**src/rtl/bubble_outbuf_loader_if.sv**
```systemverilog
// Byte-stream handshake plus single-bit output-buffer write bus for the bubble outbuf loader.
// master = upstream fetch logic / buffer side; slave = the loader itself.
interface bubble_outbuf_loader_if;
    logic        start;
    logic        mode;
    logic [7:0]  bytedata;
    logic        bytevalid;
    logic        byteready;
    logic [14:0] outbufwaddr;
    logic        outbufwclk;
    logic        outbufwdata;
    logic        busy;
    logic        done;

    modport master (
        output start, mode, bytedata, bytevalid,
        input  byteready, outbufwaddr, outbufwclk, outbufwdata, busy, done
    );

    modport slave (
        input  start, mode, bytedata, bytevalid,
        output byteready, outbufwaddr, outbufwclk, outbufwdata, busy, done
    );
endinterface

```
**src/rtl/bubble_outbuf_loader.sv**
```systemverilog
// Serializes a page or boot byte image MSB-first into single-bit output-buffer writes,
// alternating DOUT0/DOUT1 through address bit 0, with a SETUP/STROBE pair per bit.
//
// state       | meaning
// ------------+-------------------------------------------------------------
// S_IDLE      | no load; waits for START, latches base address and byte count
// S_WAIT_BYTE | BYTEREADY high; waits for the next source byte
// S_SETUP     | address/data driven, write strobe low
// S_STROBE    | write strobe high, address/data held
// S_FINISH    | DONE pulse, then back to idle
module bubble_outbuf_loader #(
    parameter logic [14:0] PAGE_BASE  = 15'd14342,
    parameter logic [14:0] BOOT_BASE  = 15'd4106,
    parameter int unsigned PAGE_BYTES = 128,
    parameter int unsigned BOOT_BYTES = 480
) (
    input  logic                 mclk_i,
    input  logic                 reset_i,
    bubble_outbuf_loader_if.slave bus
);

    localparam logic [8:0] PAGE_LAST = 9'(PAGE_BYTES - 1);
    localparam logic [8:0] BOOT_LAST = 9'(BOOT_BYTES - 1);

    typedef enum logic [2:0] {
        S_IDLE,
        S_WAIT_BYTE,
        S_SETUP,
        S_STROBE,
        S_FINISH
    } state_t;

    state_t      state_q, state_d;
    logic [14:0] addr_q, addr_d;
    logic [8:0]  bytes_left_q, bytes_left_d;
    logic [2:0]  bit_idx_q, bit_idx_d;
    logic [7:0]  shift_q, shift_d;

    always_ff @(posedge mclk_i) begin
        if (reset_i) begin
            state_q      <= S_IDLE;
            addr_q       <= '0;
            bytes_left_q <= '0;
            bit_idx_q    <= '0;
            shift_q      <= '0;
        end else begin
            state_q      <= state_d;
            addr_q       <= addr_d;
            bytes_left_q <= bytes_left_d;
            bit_idx_q    <= bit_idx_d;
            shift_q      <= shift_d;
        end
    end

    // addr_q runs ahead one bit per strobe, so it always equals base + 8*byte + (7 - bit index).
    always_comb begin
        state_d      = state_q;
        addr_d       = addr_q;
        bytes_left_d = bytes_left_q;
        bit_idx_d    = bit_idx_q;
        shift_d      = shift_q;
        unique case (state_q)
            S_IDLE: begin
                if (bus.start) begin
                    addr_d       = bus.mode ? BOOT_BASE : PAGE_BASE;
                    bytes_left_d = bus.mode ? BOOT_LAST : PAGE_LAST;
                    bit_idx_d    = '0;
                    state_d      = S_WAIT_BYTE;
                end
            end
            S_WAIT_BYTE: begin
                if (bus.bytevalid) begin
                    shift_d   = bus.bytedata;
                    bit_idx_d = 3'd7;
                    state_d   = S_SETUP;
                end
            end
            S_SETUP: begin
                state_d = S_STROBE;
            end
            S_STROBE: begin
                if (bit_idx_q != 3'd0) begin
                    shift_d   = {shift_q[6:0], 1'b0};
                    bit_idx_d = bit_idx_q - 3'd1;
                    addr_d    = addr_q + 15'd1;
                    state_d   = S_SETUP;
                end else if (bytes_left_q == 9'd0) begin
                    state_d = S_FINISH;
                end else begin
                    bytes_left_d = bytes_left_q - 9'd1;
                    addr_d       = addr_q + 15'd1;
                    state_d      = S_WAIT_BYTE;
                end
            end
            S_FINISH: begin
                state_d = S_IDLE;
            end
            default: begin
                state_d = S_IDLE;
            end
        endcase
    end

    assign bus.byteready   = (state_q == S_WAIT_BYTE);
    assign bus.outbufwclk  = (state_q == S_STROBE);
    assign bus.outbufwaddr = addr_q;
    assign bus.outbufwdata = shift_q[7];
    assign bus.busy        = (state_q != S_IDLE);
    assign bus.done        = (state_q == S_FINISH);

endmodule

```
**src/flat_wrapper.sv**
```systemverilog
// flat-port wrapper written by rule: the top's interface ports become plain ports
module bubble_outbuf_loader_flat 
#(
    parameter logic [14:0] PAGE_BASE  = 15'd14342,
    parameter logic [14:0] BOOT_BASE  = 15'd4106,
    parameter int unsigned PAGE_BYTES = 128,
    parameter int unsigned BOOT_BYTES = 480
)
  (mclk_i, reset_i, bus_start, bus_mode, bus_bytedata, bus_bytevalid, bus_byteready, bus_outbufwaddr, bus_outbufwclk, bus_outbufwdata, bus_busy, bus_done);
  bubble_outbuf_loader_if bus_i ();
  input  logic mclk_i;
  input  logic reset_i;
  input wire logic [$bits(bus_i.start)-1:0] bus_start;
  input wire logic [$bits(bus_i.mode)-1:0] bus_mode;
  input wire logic [$bits(bus_i.bytedata)-1:0] bus_bytedata;
  input wire logic [$bits(bus_i.bytevalid)-1:0] bus_bytevalid;
  output wire logic [$bits(bus_i.byteready)-1:0] bus_byteready;
  output wire logic [$bits(bus_i.outbufwaddr)-1:0] bus_outbufwaddr;
  output wire logic [$bits(bus_i.outbufwclk)-1:0] bus_outbufwclk;
  output wire logic [$bits(bus_i.outbufwdata)-1:0] bus_outbufwdata;
  output wire logic [$bits(bus_i.busy)-1:0] bus_busy;
  output wire logic [$bits(bus_i.done)-1:0] bus_done;
  assign bus_i.start = bus_start;
  assign bus_i.mode = bus_mode;
  assign bus_i.bytedata = bus_bytedata;
  assign bus_i.bytevalid = bus_bytevalid;
  assign bus_byteready = bus_i.byteready;
  assign bus_outbufwaddr = bus_i.outbufwaddr;
  assign bus_outbufwclk = bus_i.outbufwclk;
  assign bus_outbufwdata = bus_i.outbufwdata;
  assign bus_busy = bus_i.busy;
  assign bus_done = bus_i.done;
  bubble_outbuf_loader #(.PAGE_BASE(PAGE_BASE), .BOOT_BASE(BOOT_BASE), .PAGE_BYTES(PAGE_BYTES), .BOOT_BYTES(BOOT_BYTES)) u_core (.mclk_i(mclk_i), .reset_i(reset_i), .bus(bus_i));
endmodule
```
**config.mk**
```make
export PLATFORM = sky130hd
export DESIGN_NAME = bubble_outbuf_loader_flat
export DESIGN_NICKNAME = d
export VERILOG_FILES = /design/src/rtl/bubble_outbuf_loader_if.sv /design/src/rtl/bubble_outbuf_loader.sv /design/src/flat_wrapper.sv
export SDC_FILE = /design/constraint.sdc
export NUM_CORES = 1
export LEC_CHECK = 0
export ABC_AREA = 1
export CAP_MARGIN = 10
export CORE_ASPECT_RATIO = 0.5
export CORE_MARGIN = 4
export CORE_UTILIZATION = 35
export CTS_CLUSTER_DIAMETER = 40
export DETAILED_ROUTE_END_ITERATION = 8
export PLACE_DENSITY = 0.56
export SLEW_MARGIN = 20
export SYNTH_ARGS = -nofsm -noshare
export SYNTH_HDL_FRONTEND = slang
export SYNTH_SLANG_ARGS = --single-unit
```
**constraint.sdc**
```tcl
create_clock -name mclk_i -period 2.6 [get_ports mclk_i]
set_clock_uncertainty 0.1 [all_clocks]
set_input_delay 0.52 -clock mclk_i [delete_from_list [all_inputs] [get_ports mclk_i]]
set_output_delay 0.52 -clock mclk_i [all_outputs]
set_load 0.03 [all_outputs]
```
==> results.sh <==
export IMPL_status="finished clean"
export IMPL_ys_ff_latch=38
export IMPL_fin_cells=478
export IMPL_rsz0062_at_grt="no"
export IMPL_start_kind="flop"
export IMPL_critPathLaunch="u_core.state_q[0]$_SDFFE_PP0P_"
export IMPL_drc=0
export IMPL_synth_fp_nets=377
export IMPL_worstMarginPinSlew_ps=617.8
export IMPL_routed_wl_um=5826
export IMPL_p_sw_mw=0.6149
export IMPL_vias_per_cell=4.824
export IMPL_fmax_mhz=406.9
export IMPL_clk_pin_slew_ps=60
export IMPL_finalWorstSetupSlack_ps=142.3
export IMPL_p_leak_nw=1.152
export IMPL_cts_setup_buffers=0
export IMPL_avgRoutedWirePerCell_um=12.19
export IMPL_path_cells="nand3_2, clkinv_4, clkdlybuf4s50_1"
export IMPL_cts_hold_buf=0
export IMPL_avgSynthCellArea_um2=6.367
export IMPL_synth_distinct_cells=33
export IMPL_dp_cells=470
export IMPL_antenna_found_initial=0
export IMPL_drv_slew=0
export IMPL_drtPass1Iterations=4
export IMPL_grt_ovfl_total=0
export IMPL_area_growth_pct=22.76
export IMPL_cts_sinks=38
export IMPL_setup_viol=0
export IMPL_die_y_um=65.23
export IMPL_hp_class="flop to flop"
export IMPL_worstSetupEndpoint="bus_outbufwclk"
export IMPL_grt_pass1_wl_um=9563
export IMPL_cp_max_fo=26
export IMPL_power_frac_seq_pct=37.7
export IMPL_postRouteAntennaNets=0
export IMPL_dp_slack_ps=477.1
export IMPL_path_buf_inv=2
export IMPL_drv_cap=0
export IMPL_yosysWarnings=0
export IMPL_grt_pass1_vias=1981
export IMPL_p_clk_share_pct=36.9
export IMPL_crit_path_end_kind="output pin"
export IMPL_cts_tree="yes"
export IMPL_n_antenna_cell=0
export IMPL_clk_latency_ps=280
export IMPL_core_area_um2=6206
export IMPL_reg2reg_from="u_core.bus.outbufwaddr[0]$_SDFFE_PP0P_"
export IMPL_initial_core_util_pct=36.94
export IMPL_synthCells=360
export IMPL_fp_dieW_um=122.4
export IMPL_ios=33
export IMPL_reg2reg_slack_ps=640
export IMPL_peakVddDrop_mv=0.2547
export IMPL_dpl_hpwl_um=4127
export IMPL_port_buffers=32
export IMPL_cts_max_level=2
export IMPL_grt_max_degree=27
export IMPL_critPathMaxStageDelay_ps=710
export IMPL_n_fill_cell=670
export IMPL_comb_power_share_pct=25.4
export IMPL_dieArea_um2=7986
export IMPL_root_buffer="clkbuf_16"
export IMPL_gp_congestion=0.8232
export IMPL_drt_iter0_drc=210
export IMPL_cts_buffers=5
export IMPL_hold_viol=0
export IMPL_netSwitchingFraction_pct=32.54
export IMPL_fin_tns_setup_ps=0
export IMPL_slew_headroom_pct=58.76
export IMPL_layout_drive_gt1_share_pct=8.462
export IMPL_cp_top_family="buffers and inverters"
export IMPL_clock_path_buffers=2
export IMPL_num_vias=2306
export IMPL_r2r_end="u_core.bus.outbufwaddr[8]$_SDFFE_PP0P_"
export IMPL_hold_depth=2
export IMPL_slowest_stage="clkdlybuf4s50_1"
export IMPL_ctsResizeCount=0
export IMPL_fin_crit_sh_pct=94.53
export IMPL_cp_depth=3
export IMPL_layout_nets=406
export IMPL_power_internal_mw=1.275
export IMPL_p_per_area_nw_per_um2=671.6
export IMPL_synth_area_um2=2292
export IMPL_path_class="flop to output pin"
export IMPL_crit_arrival_ps=1840
export IMPL_fin_crit_ps=2458
export IMPL_reg2regPathDepth=8
export IMPL_core_rowCount=20
export IMPL_worstPathRequired_ps=1980
export IMPL_grt_usage_pct=15.01
export IMPL_yosysSeqAreaShare_pct=33.19
-- cell usage after synthesis --
| library cell | number | area share [%] |
|---|---|---|
| nand2_1 | 99 | 16 |
| nor2_1 | 67 | 11 |
| dfxtp_1 | 38 | 33 |
| inv_1 | 29 | 4.7 |
| nand3_1 | 23 | 5.0 |
| a21oi_1 | 22 | 4.8 |
| o21ai_0 | 17 | 3.7 |
| nand4_1 | 8 | 2.2 |
| nand3_2 | 5 | 2.2 |
| clkbuf_1 | 4 | 0.65 |
| ha_1 | 4 | 2.2 |
| nor2_2 | 4 | 1.1 |
| nor3_1 | 4 | 0.87 |
| o21ai_1 | 4 | 0.87 |
| buf_6 | 3 | 1.5 |
| nand2_2 | 3 | 0.82 |
| or2_2 | 3 | 0.82 |
| xor2_1 | 3 | 1.1 |
| a31oi_1 | 2 | 0.55 |
| buf_2 | 2 | 0.44 |
| buf_4 | 2 | 0.65 |
| inv_4 | 2 | 0.55 |
| nor2_4 | 2 | 0.98 |
| a22oi_1 | 1 | 0.33 |
| buf_8 | 1 | 0.65 |
| clkinv_4 | 1 | 0.38 |
| inv_2 | 1 | 0.16 |
| nand2_4 | 1 | 0.49 |
| nand3b_2 | 1 | 0.49 |
| o211ai_1 | 1 | 0.33 |
| o21a_1 | 1 | 0.33 |
| o21bai_1 | 1 | 0.33 |
| xnor2_1 | 1 | 0.38 |
-- placed cells by master, fill, tap and decap left out, types with 8 or more instances in the layout --
master           instances
dfxtp_1                 38
inv_1                   29
o21ai_0                 17
a21oi_1                 22
nor2_1                  67
nand3_1                 23
nand2_1                 99
clkdlybuf4s50_1         32
nand4_1                  8
-- metrics by stage --
stage          util, %  hold slack (ps)  cell area, um2  power (mW)
3_3_place_gp     42.68            353.7            2649       1.199
2_1_floorplan        -            344.9            2292       1.086
5_1_grt          45.34            402.5            2814       2.003
6_report         45.34            369.1            2814       1.890
4_1_cts          45.34            370.2            2814       1.910
3_5_place_dp     42.68            361.4            2649       1.207
-- layer usage --
metal  vias to the layer above  global-route usage (%)  routed length, um
li1                       1207                       -                  -
met1                      1044                   20.89               2866
met2                        50                   23.03               2587
met3                         5                   3.525                313
met4                         0                   4.603                 59
met5                         -                       0                  0
-- worst register-to-register path, cell delays in order, from the launching register on --
cell and delay, ps:
dfxtp_1 470, ha_1 340, nand2_1 80, nor2_1 360, nand2_1 120, xor2_1 150
nor2_1 80, nand2_1 60, a21oi_1 120
-- cells by family after synthesis --
group,Yosys count,synth area share [%]
buffers and inverters,45,9.715
adders and majority gates,4,2.183
AOI/OAI and AO/OA,49,11.25
xor gates and xnor gates,4,1.529
and+or+nand+nor,220,42.14
DFF,38,33.19
-- cell type report --
cell class | count | area [um2] | share of cell area, %
well taps | 88 | 110.1 | 3.913
clock inverters | 3 | 40.04 | 1.423
multi-input cells | 277 | 1309 | 46.51
inverters | 33 | 133.9 | 4.758
clock buffers | 5 | 125.1 | 4.446
flip-flops and latches | 38 | 760.7 | 27.03
repair buffers | 34 | 335.3 | 11.92
-- how the worst min path moves through the flow --
stage | startpoint | end | slack [ps]
floorplan | u_core.bytes_left_q[1]$_SDFFE_PP0P_ | u_core.bytes_left_q[1]$_SDFFE_PP0P_ | 340
global placement | u_core.shift_q[0]$_SDFFE_PP0P_ | u_core.shift_q[0]$_SDFFE_PP0P_ | 350
detailed placement | u_core.shift_q[0]$_SDFFE_PP0P_ | u_core.shift_q[0]$_SDFFE_PP0P_ | 360
CTS | u_core.shift_q[0]$_SDFFE_PP0P_ | u_core.shift_q[0]$_SDFFE_PP0P_ | 370
global route | u_core.shift_q[0]$_SDFFE_PP0P_ | u_core.shift_q[0]$_SDFFE_PP0P_ | 400
finish | u_core.shift_q[0]$_SDFFE_PP0P_ | u_core.shift_q[0]$_SDFFE_PP0P_ | 370
-- power groups by stage --
stage | sequential, mW | clock, mW | combinational [mW]
finish | 0.713 | 0.697 | 0.480
CTS | 0.713 | 0.713 | 0.484
detailed placement | 0.725 | 0 | 0.482
global placement | 0.722 | 0 | 0.477
floorplan | 0.743 | 0 | 0.343
global route | 0.723 | 0.740 | 0.539
-- state kept, by name, summed over array words and instances, names as in the netlist --
register and count:
u_core.bit_idx_q 3, u_core.bus.outbufwaddr 15, u_core.bytes_left_q 9, u_core.shift_q 8, u_core.state_q 3
Note: power is estimated with default switching activity, not from simulation.
